### src/rtl/aes_round_ctrl.sv
// AES round sequencer: drives LOAD/ROUND/FINAL strobes to an iterative AES datapath and
// hands the ciphertext off with a valid/ready handshake. Optional: `AES_BACK2BACK_EN.
module aes_round_ctrl #(
  parameter int NR = 10
) (
  input  logic        clk,
  input  logic        rst,
  input  logic        in_valid,
  output logic        in_ready,
  input  logic        abort,
  output logic        dp_load,
  output logic        dp_round_en,
  output logic        dp_final,
  output logic [3:0]  dp_round_idx,
  output logic        out_valid,
  input  logic        out_ready,
  output logic        busy,
  output logic [15:0] blk_cnt
);

  typedef enum logic [2:0] {
    IDLE  = 3'd0,
    LOAD  = 3'd1,
    ROUND = 3'd2,
    FINAL = 3'd3,
    DONE  = 3'd4
  } state_t;

  localparam logic [3:0] LAST_IDX = 4'(NR - 1);
  localparam logic [3:0] FINAL_IDX = 4'(NR);

  state_t      state_r;
  logic        in_ready_r;
  logic        dp_load_r;
  logic        dp_round_en_r;
  logic        dp_final_r;
  logic [3:0]  dp_round_idx_r;
  logic        out_valid_r;
  logic        busy_r;
  logic [15:0] blk_cnt_r;

  // State sequencing with all strobes registered alongside the next state.
  always_ff @(posedge clk) begin
    if (rst) begin
      state_r        <= IDLE;
      in_ready_r     <= 1'b1;
      dp_load_r      <= 1'b0;
      dp_round_en_r  <= 1'b0;
      dp_final_r     <= 1'b0;
      dp_round_idx_r <= 4'd0;
      out_valid_r    <= 1'b0;
      busy_r         <= 1'b0;
      blk_cnt_r      <= 16'd0;
    end else if (abort) begin
      // Cancel drops any result, including one being handshaken this cycle.
      state_r        <= IDLE;
      in_ready_r     <= 1'b1;
      dp_load_r      <= 1'b0;
      dp_round_en_r  <= 1'b0;
      dp_final_r     <= 1'b0;
      dp_round_idx_r <= 4'd0;
      out_valid_r    <= 1'b0;
      busy_r         <= 1'b0;
    end else begin
      dp_load_r     <= 1'b0;
      dp_round_en_r <= 1'b0;
      dp_final_r    <= 1'b0;
      case (state_r)
        IDLE: begin
          if (in_valid) begin
            state_r        <= LOAD;
            in_ready_r     <= 1'b0;
            dp_load_r      <= 1'b1;
            dp_round_idx_r <= 4'd0;
            busy_r         <= 1'b1;
          end else begin
            state_r        <= IDLE;
            in_ready_r     <= 1'b1;
            dp_round_idx_r <= 4'd0;
            busy_r         <= 1'b0;
          end
        end
        LOAD: begin
          state_r        <= ROUND;
          dp_round_en_r  <= 1'b1;
          dp_round_idx_r <= 4'd1;
        end
        ROUND: begin
          dp_round_en_r <= 1'b1;
          if (dp_round_idx_r == LAST_IDX) begin
            state_r        <= FINAL;
            dp_final_r     <= 1'b1;
            dp_round_idx_r <= FINAL_IDX;
          end else begin
            state_r        <= ROUND;
            dp_round_idx_r <= dp_round_idx_r + 4'd1;
          end
        end
        FINAL: begin
          state_r        <= DONE;
          dp_round_idx_r <= 4'd0;
          out_valid_r    <= 1'b1;
        end
        DONE: begin
          dp_round_idx_r <= 4'd0;
          if (out_ready) begin
            blk_cnt_r   <= blk_cnt_r + 16'd1;
            out_valid_r <= 1'b0;
`ifdef AES_BACK2BACK_EN
            if (in_valid) begin
              state_r    <= LOAD;
              in_ready_r <= 1'b0;
              dp_load_r  <= 1'b1;
              busy_r     <= 1'b1;
            end else begin
              state_r    <= IDLE;
              in_ready_r <= 1'b1;
              busy_r     <= 1'b0;
            end
`else
            state_r    <= IDLE;
            in_ready_r <= 1'b1;
            busy_r     <= 1'b0;
`endif
          end else begin
            state_r     <= DONE;
            out_valid_r <= 1'b1;
          end
        end
        default: begin
          state_r        <= IDLE;
          in_ready_r     <= 1'b1;
          dp_round_idx_r <= 4'd0;
          out_valid_r    <= 1'b0;
          busy_r         <= 1'b0;
        end
      endcase
    end
  end

`ifdef AES_BACK2BACK_EN
  // In DONE the next block can only be taken on the cycle the current one leaves.
  assign in_ready = (state_r == DONE) ? out_ready : in_ready_r;
`else
  assign in_ready = in_ready_r;
`endif

  assign dp_load      = dp_load_r;
  assign dp_round_en  = dp_round_en_r;
  assign dp_final     = dp_final_r;
  assign dp_round_idx = dp_round_idx_r;
  assign out_valid    = out_valid_r;
  assign busy         = busy_r;
  assign blk_cnt      = blk_cnt_r;

endmodule
### config.mk
export PLATFORM = sky130hd
export DESIGN_NAME = aes_round_ctrl
export DESIGN_NICKNAME = d
export VERILOG_FILES = /design/src/rtl/aes_round_ctrl.sv
export SDC_FILE = /design/constraint.sdc
export NUM_CORES = 1
export LEC_CHECK = 0
export BUFFER_PORTS_ARGS = -buffer_cell sky130_fd_sc_hd__buf_2
export CORE_ASPECT_RATIO = 0.8
export CORE_MARGIN = 2
export CORE_UTILIZATION = 51
export DETAILED_ROUTE_END_ITERATION = 8
export GPL_ROUTABILITY_DRIVEN = 0
export PLACE_DENSITY = 0.83
export SETUP_SLACK_MARGIN = 0.5
export SYNTH_ARGS = -nofsm -noshare
export SYNTH_HDL_FRONTEND = slang
export SYNTH_SLANG_ARGS = --single-unit
### constraint.sdc
create_clock -name clk -period 2.4 [get_ports clk]
set_clock_uncertainty 0.1 [all_clocks]
set_input_delay 0.12 -clock clk [delete_from_list [all_inputs] [get_ports clk]]
set_output_delay 0.12 -clock clk [all_outputs]
set_load 0.01 [all_outputs]
==> qor.yml <==
vdd_drop_max_uv: 273
clk_path_buf_depth: 2
cp_max_fo: 7
wl_um: 2840
synthFlopType: "dfxtp_1"
finalWorstSetupSlack_ps: 438
clock_latency_ps: 330
cts_root_buf: "clkbuf_4"
sw_frac_of_total_pct: 22.2
antenna_cells: 0
pre_cts_slack_ps: 300
critPathCaptureType: "flop"
port-buffer-count: 30
synthArstFlopShare_pct: 0
antenna_found_initial: 0
first_global_vias: 1052
slew_violations: 0
synth_top_area_share_pct: 46.6
drtIter0Drc: 54
path_class: "reg -> reg"
setup_tns_ps: 0
dp_hpwl_um: 1940
clk_pin_slew_ps: 90
cts_max_level: 2
ys_types: 36
yosys-mux-area-fraction_pct: 0.905
power_frac_seq_pct: 59.3
finalSetupViolCount: 0
die_area_um2: 2850
synth.most_common_cell: "dfxtp_1"
outcome: "complete, no violations"
max_freq_mhz: 510
maxCapViolCount: 0
coreArea_um2: 2230
synth_area_per_cell_um2: 8.96
synth-edff-count: 0
synthTopCellsByCount: "29 x dfxtp_1, 16 x nor2_1, 11 x a21oi_1, 9 x nand2_1"
numCtsBuffers: 5
crit_family: "simple AND/OR/NAND/NOR gates"
synth_compound_area_share_pct: 11.2
yosys.area.top_type: "dfxtp_1"
power_frac_comb_pct: 4.5
dieWidth_um: 59.2
finalCritPeriodShare_pct: 81.7
power.leakage_nw: 0.653
grt_usage_pct: 22.2
syn_area_um2: 1240
crit_chain: "or3b_4 -> or3_4 -> nor4_2 -> mux2_2"
synth_area_leaders: "dfxtp_1 47%, xor2_1 4.9%, nor2_1 4.8%"
grt_pass1_wl_um: 4560
synth-simple-area-share_pct: 28.4
worst_pin_slew_ps: 394
grt_setup_unrepaired: "yes"
p_total_uw: 817
timing.hold.worst.class: "in -> reg"
p_int_uw: 635
rows: 15
wire_per_inst_um: 13.7
dr.pass1.iters: 4
avgViaCountPerCell: 5.63
yosysSeqAreaShare_pct: 46.6
post-route-drc-count: 0
cp_slowest_stage_delay_ps: 430
ys_ff_latch: 29
yosysWarnings: 0
area.growth.synth_to_final_pct: 28.0
min_period_ps: 1960
power_frac_clock_pct: 36.2
io_pins: 31
hold_viol_final: 0
worstSetupStartpointType: "flop"
final_nets: 191
synth_xor_area_share_pct: 7.04
initial_core_util_pct: 55.7
synth_cells: 139
overflow: 0
num_vias: 1171
critical_path_buf_inv_count: 0
worstPathArrival_ps: 2080
die_h_um: 48.2
rrSetupSlack_ps: 440
p_switching_uw: 182
synth_top_family_by_area: "simple AND/OR/NAND/NOR gates"
clkSinkCount: 29
drive_gt1_share_pct: 32.8
grt_max_degree: 22
ant_nets: 0
syn_nets: 147
cp.required_ps: 2520
relSlewSlack_pct: 73.4
powerDensity_nw_per_um2: 512
critPathSlowestCell: "or3_4"
cts_tree: "yes"
synthAdderAreaFrac_pct: 3.02
[flip-flops by register name, summed over array words and instances, names as in the netlist]
name and cells:
blk_cnt 16, busy 1, dp_final 1, dp_load 1
dp_round_en 1, dp_round_idx 4, in_ready 1, out_valid 1
state_r 3
[worst register-to-register path: stages, from the launching register on]
cell and delay (ps):
dfxtp_4 350, or3b_4 390, or3_4 430, nor4_2 230
mux2_2 370
[cell usage in the layout, fill, tap and decap left out, types with 3 or more instances in the layout]
master | synthesis | routed
clkbuf_4 | 0 | 5
nand3_1 | 7 | 7
ha_1 | 3 | 3
or4_1 | 4 | 4
dfxtp_4 | 0 | 3
nor3_1 | 3 | 3
o31ai_1 | 4 | 4
inv_1 | 4 | 4
nor2_1 | 16 | 16
buf_2 | 1 | 30
or3_1 | 5 | 4
nand2_1 | 9 | 8
nand4_1 | 3 | 3
xnor2_1 | 3 | 3
a21oi_1 | 11 | 10
dfxtp_1 | 29 | 25
xor2_1 | 7 | 7
buf_4 | 0 | 10
[layer usage]
| metal | vias to the layer above | global-route usage (%) | wire (um) |
|---|---|---|---|
| li1 | 583 | - | - |
| met1 | 543 | 25.4 | 1200 |
| met2 | 35 | 37.8 | 1420 |
| met3 | 10 | 9.28 | 159 |
| met4 | 0 | 9.09 | 65 |
| met5 | - | 0 | 0 |
[worst paths after layout]
path	start	cells past startpoint	end
setup / recovery	state_r[0]	4	blk_cnt[15]
hold / removal	out_ready	3	state_r[2]
setup reg to reg	state_r[0]	4	blk_cnt[15]
hold reg to reg	in_ready	2	in_ready
[cells by family (layout without fill, tap and decap cells)]
| family | Yosys count | in the layout |
|---|---|---|
| compound gates | 23 | 23 |
| xor+xnor | 10 | 10 |
| mux | 1 | 1 |
| simple gates | 64 | 64 |
| fa+ha+maj | 3 | 3 |
| flops | 29 | 29 |
| buf+inv | 9 | 53 |
[per-stage QoR]
step	cells	instance area (um^2)	hold WS (ps)	utilization [%]
after floorplan	139	1260	96.8	-
after global placement	190	1420	275	63.7
after detailed placement	190	1420	278	63.7
after CTS	206	1570	44.8	70.1
after global routing	208	1590	45.7	71.4
final	208	1590	52.3	71.4
[power by group through the flow]
stage               Sequential (mW)  Clock, mW  Combinational [mW]
floorplan                     0.501          0              0.0174
global placement              0.499          0              0.0289
detailed placement            0.500          0              0.0299
CTS                           0.484      0.300              0.0360
global route                  0.485      0.321              0.0406
finish                        0.484      0.296              0.0368
[cell type report]
type / instances / area (um^2)
multi-input cells: 101 / 654
fillers: 172 / 639
flip-flops and latches: 29 / 593
repair buffers: 42 / 245
clock buffers: 7 / 55.1
well taps: 25 / 31.3
inverters: 4 / 15.0
[what timing repair did]
item,in CTS,in global routing
endpoints found under the setup margin,6,6
endpoints found under the hold margin,4,0
setup buffers,7,2
pin swaps,4,4
resized for setup,6,5
hold buffers,2,0
Power figures use the tool's default switching activity.
